--- src/rtl/vedic_mult_pipe.sv ---
// rtl/vedic_mult_pipe.sv - three-stage pipelined Vedic multiplier with valid/ready handshake
// Holds the recursive Urdhva-Tiryagbhyam helper block and the pipelined top level.

module vedic_mul #(
  parameter int N = 4
) (
  input  logic [N-1:0]   a,
  input  logic [N-1:0]   b,
  output logic [2*N-1:0] p
);
  generate
    if (N == 2) begin : g_base
      logic x0, x1, hh, c1;
      assign x0   = a[1] & b[0];
      assign x1   = a[0] & b[1];
      assign hh   = a[1] & b[1];
      assign c1   = x0 & x1;
      assign p[0] = a[0] & b[0];
      assign p[1] = x0 ^ x1;
      assign p[2] = hh ^ c1;
      assign p[3] = hh & c1;
    end else begin : g_rec
      localparam int H = N / 2;
      logic [N-1:0]   ll, hl, lh, hh;
      logic [N:0]     mid;
      logic [N+H-1:0] upper;

      vedic_mul #(.N(H)) u_ll (.a(a[H-1:0]), .b(b[H-1:0]), .p(ll));
      vedic_mul #(.N(H)) u_hl (.a(a[N-1:H]), .b(b[H-1:0]), .p(hl));
      vedic_mul #(.N(H)) u_lh (.a(a[H-1:0]), .b(b[N-1:H]), .p(lh));
      vedic_mul #(.N(H)) u_hh (.a(a[N-1:H]), .b(b[N-1:H]), .p(hh));

      // Low H bits of ll pass straight through; everything above comes from the adders.
      assign mid   = {1'b0, hl} + {1'b0, lh};
      assign upper = {hh, ll[N-1:H]} + {{(H-1){1'b0}}, mid};
      assign p     = {upper, ll[H-1:0]};
    end
  endgenerate
endmodule

module vedic_mult_pipe #(
  parameter int WIDTH     = 32,
  parameter bit SIGNED_EN = 1'b1
) (
  input  logic               clk,
  input  logic               rst_n,
  input  logic               in_valid,
  output logic               in_ready,
  input  logic [WIDTH-1:0]   in_a,
  input  logic [WIDTH-1:0]   in_b,
  input  logic               in_signed,
  output logic               out_valid,
  input  logic               out_ready,
  output logic [2*WIDTH-1:0] out_p
);
  localparam int H = WIDTH / 2;

  logic v1, v2, v3;
  logic ld1, ld2, ld3;

  logic [WIDTH-1:0] a1, b1;
  logic             neg1;
  logic [WIDTH-1:0] pll2, phl2, plh2, phh2;
  logic             neg2;
  logic [2*WIDTH-1:0] p3;

  logic             signed_eff, neg_a, neg_b;
  logic [WIDTH-1:0] abs_a, abs_b;
  logic [WIDTH-1:0] pll_w, phl_w, plh_w, phh_w;
  logic [WIDTH:0]     mid;
  logic [WIDTH+H-1:0] upper;
  logic [2*WIDTH-1:0] mag, prod;

  // A stage loads whenever it is empty or the stage after it is moving.
  assign ld3       = !v3 || out_ready;
  assign ld2       = !v2 || ld3;
  assign ld1       = !v1 || ld2;
  assign in_ready  = ld1;
  assign out_valid = v3;
  assign out_p     = p3;

  assign signed_eff = SIGNED_EN && in_signed;
  assign neg_a      = signed_eff && in_a[WIDTH-1];
  assign neg_b      = signed_eff && in_b[WIDTH-1];
  assign abs_a      = neg_a ? -in_a : in_a;
  assign abs_b      = neg_b ? -in_b : in_b;

  vedic_mul #(.N(H)) u_pll (.a(a1[H-1:0]),     .b(b1[H-1:0]),     .p(pll_w));
  vedic_mul #(.N(H)) u_phl (.a(a1[WIDTH-1:H]), .b(b1[H-1:0]),     .p(phl_w));
  vedic_mul #(.N(H)) u_plh (.a(a1[H-1:0]),     .b(b1[WIDTH-1:H]), .p(plh_w));
  vedic_mul #(.N(H)) u_phh (.a(a1[WIDTH-1:H]), .b(b1[WIDTH-1:H]), .p(phh_w));

  always_comb begin
    mid   = {1'b0, phl2} + {1'b0, plh2};
    upper = {phh2, pll2[WIDTH-1:H]} + {{(H-1){1'b0}}, mid};
    mag   = {upper, pll2[H-1:0]};
    prod  = neg2 ? -mag : mag;
  end

  always_ff @(posedge clk or negedge rst_n) begin
    if (!rst_n) begin
      v1   <= 1'b0;
      v2   <= 1'b0;
      v3   <= 1'b0;
      a1   <= '0;
      b1   <= '0;
      neg1 <= 1'b0;
      pll2 <= '0;
      phl2 <= '0;
      plh2 <= '0;
      phh2 <= '0;
      neg2 <= 1'b0;
      p3   <= '0;
    end else begin
      if (ld1) begin
        v1 <= in_valid;
        if (in_valid) begin
          a1   <= abs_a;
          b1   <= abs_b;
          neg1 <= neg_a ^ neg_b;
        end
      end
      if (ld2) begin
        v2 <= v1;
        if (v1) begin
          pll2 <= pll_w;
          phl2 <= phl_w;
          plh2 <= plh_w;
          phh2 <= phh_w;
          neg2 <= neg1;
        end
      end
      if (ld3) begin
        v3 <= v2;
        if (v2) p3 <= prod;
      end
    end
  end
endmodule

--- config.mk ---
export PLATFORM = sky130hd
export DESIGN_NAME = vedic_mult_pipe
export DESIGN_NICKNAME = d
export VERILOG_FILES = /design/src/rtl/vedic_mult_pipe.sv
export SDC_FILE = /design/constraint.sdc
export NUM_CORES = 2
export LEC_CHECK = 0
export ABC_CLOCK_PERIOD_IN_PS = 10400
export CORE_MARGIN = 8
export CORE_UTILIZATION = 60
export DETAILED_ROUTE_END_ITERATION = 6
export GPL_TIMING_DRIVEN = 0
export PLACE_DENSITY = 0.74
export SLEW_MARGIN = 20
export SYNTH_ARGS = -nofsm -noshare
export SYNTH_HDL_FRONTEND = slang
export SYNTH_SLANG_ARGS = --single-unit
--- constraint.sdc ---
create_clock -name clk -period 10.4 [get_ports clk]
set_input_delay 2.08 -clock clk [delete_from_list [all_inputs] [get_ports clk]]
set_output_delay 2.08 -clock clk [all_outputs]
set_load 0.005 [all_outputs]
==> results.md <==
* Worst-Skew Late Latency at 0.57 ns
* Design Area, Final at 61,100 um2
* Syn nets at between 8,000 and 9,000
* Hold buffers post-CTS at 0
* MaxCap Viol Count at 0
* Worst Tran Pin Value at 1.27 ns
* CP max-delay cell: o21ai_0
* Clk slew on worst S/H paths at approximately 0.060 ns
* Yosys synthesis warning count at 0
* CP Capture Type: flip-flop
* DR pass1 iterations at 5
* HP Start: out_p[23]
* Worst Hold Path EP: out_p[23]
* Starting Density at 0.602
* Post-cts sizing count at 0
* Area leader, netlist: ha_1
* Total Die Area at 105,000 um2
* Routed wire length at roughly 170 mm
* Mapped Avg Cell Area at roughly 8.5 um2
* Crit-path max FO at 10
* Htree depth at 2
* Placement row count at around 110
* Met1 WL at 70.2 mm
* R2r setup slk at roughly 1.2 ns
* Top post-synthesis cells by area: ha_1 (22%), fa_1 (20%), dfrtp_1 (11%), and2_1 (9.5%), inv_1 (7.9%)
* Vias at around 46,000
* Met2 WL at 75.9 mm
* Die height at 324 um
* Number of synthesized register bits at 261
* Tmin final at 9.15 ns
* Util after Layout at 0.646
* Hold Path Stages at 2
* DR vias/cell at 5.63
* Count of final setup violators at 0
* RSZ-0062 raised after global routing: false
* Type of origin of the critical path: flip-flop
* Nets@finish at 8,513
* Clock skew at 0.0247 ns
* Largest net degree at the start of global routing at between 90 and 100
* Clk buf depth at 3
* CTS tree: done
* Fill cells at slightly above 8,000
* Period utilization at 0.880
* RR Startpoint: a1[0]
* Leading cell type in the layout, fill and taps excluded: inv_1
* Global-route wire length before repair at 263 mm
* Setup ws final at 1.25 ns
* Final Hold Viols at 0
* Pre-CTS setup slack at 1.40 ns
* Metal3 WL at 13.9 mm
* CTS sink cnt at approximately 260
* Total setup buffers inserted after CTS at 0
* CP max stage delay at around 0.8 ns
* Port buffer count at 134
* Core area at 94,600 um2
* Critical Path RT at around 11 ns
* Layout cells sized above 1 at 0.0168
* Area share of the leading cell type in the synthesized netlist at 0.219
* Post-synth EDFFs at 0
* Die X at 324 um
* Status: finished clean
* Total gr overflow at 0
* Antenna violations before repair at 26
* Syn Inst Count at around 6,700
* Sequential-to-total area share from yosys stat at 0.115
* Total GRT Usage at 0.325
* # DRC at 0
* R2R Path End: plh2[23]
* Post-synthesis cell type count at ~80
* Max-slew headroom at 0.150
* R2R depth at 33
* Final Wtd Congestion at 0.987
* Worst path arrival time at 9.54 ns
* Hold Path Class: reg -> reg
* Dpl cell area at 59,900 um2
* WL/cell at 20.7 um
* Kind of critical path: reg -> reg
* Top_reg_cell synth: dfrtp_1
* IO Pins at 135
* Family with the most delay on the worst path: adder cells
* Hpwl dp at between 100 and 150 mm
* Antenna violation net count after detailed routing at 0
* Synth Cell Area at 57,000 um2
* DRT iter0 DRCs at 3,375
* CTS Buf Count at 36
* Root Buffer: clkbuf_16
* Most frequent cells in the layout: inv_1 (1,204), ha_1 (995), and2_1 (867), fa_1 (565), nand2_1 (525)
* Max Fclk at 109 MHz
* CP Buf/Inv Count at 5
* Top sig layer: met5
* P&R area growth vs syn at 7.32%
* Final Slew Violations at 0
* Ys async rst share at 1.00
* Post-route setup TNS at 0 ns
* Number of global-route vias before repair at between 40,000 and 50,000
[synth_stat cells, types with 19 or more instances]
master and count:
inv_1 1204, ha_1 995, and2_1 867, fa_1 565, nand2_1 525, a21oi_1 314, xnor2_1 304, o21ai_0 290
clkbuf_1 276, xor2_1 262, dfrtp_1 261, a21o_1 181, nor2_1 129, o21bai_1 74, o21ai_1 49, nand3_1 39
nor3_1 38, mux2_2 33, nor2b_1 22, o31ai_1 21, nand4_1 20, or3_1 19
[per-stage QoR]
| stage | std cells | hold slack [ns] |
|---|---|---|
| after floorplan | 6710 | 0.446 |
| after global placement | 8109 | 0.449 |
| after detailed placement | 8111 | 0.457 |
| after CTS | 8174 | 0.471 |
| after global routing | 8174 | 0.499 |
| final | 8182 | 0.464 |
[area by class of cell]
type	instances	area, um2	share of cell area
well taps	1265	1580	0.0259
plain buffers	278	1040	0.0171
multi-input cells	4967	44900	0.734
flip-flops and latches	261	6530	0.107
clock inverters	15	190	0.00311
clock buffers	48	976	0.0160
diodes	8	20.0	0.000328
inverters	1204	4520	0.0739
repair buffers	136	1400	0.0229
[worst register-to-register path, delay by kind of cell, from the launching register on]
kind | cells | cell delay [ns]
buffers and inverters | 5 | 0.81
AND/OR/NAND/NOR | 4 | 0.89
AO/OA/AOI/OAI | 13 | 3.11
adder cells (fa/ha/maj) | 10 | 3.37
XOR/XNOR | 1 | 0.11
flip-flops | 1 | 0.68
[how the worst max path moves through the flow]
stage	from	to	slack [ns]	cells past startpoint
after floorplan	b1[18]	phh2[31]	3.21	33
after global placement	rst_n	a1[15]	-4.34	1
after detailed placement	a1[0]	plh2[23]	1.40	33
after CTS	a1[0]	plh2[23]	1.41	33
after global routing	a1[0]	pll2[31]	0.79	38
final	a1[0]	plh2[23]	1.25	33
[layer usage]
layer,up-vias,global-route usage
met5,-,0
met4,10,0.157
met3,414,0.0605
met2,1614,0.530
met1,22334,0.415
li1,21684,-
[kinds of logic after synthesis]
family | count (synthesis) | synth area share
AND/OR/NAND/NOR | 1759 | 0.165
multiplexers | 42 | 0.00813
AO/OA/AOI/OAI | 1040 | 0.110
buffers and inverters | 1482 | 0.0977
adder cells (fa/ha/maj) | 1560 | 0.417
flip-flops | 261 | 0.115
XOR/XNOR | 566 | 0.0870
[flip-flops by register name, indices dropped and copies added (netlist names)]
name	flops
phh2	32
phl2	32
out_valid	1
out_p	64
v1	1
neg2	1
neg1	1
v2	1
b1	32
pll2	32
plh2	32
a1	32
Power is left out: the tool's default activity adds up to more than one toggle a clock period on the data nets, which glitch-free logic cannot reach.
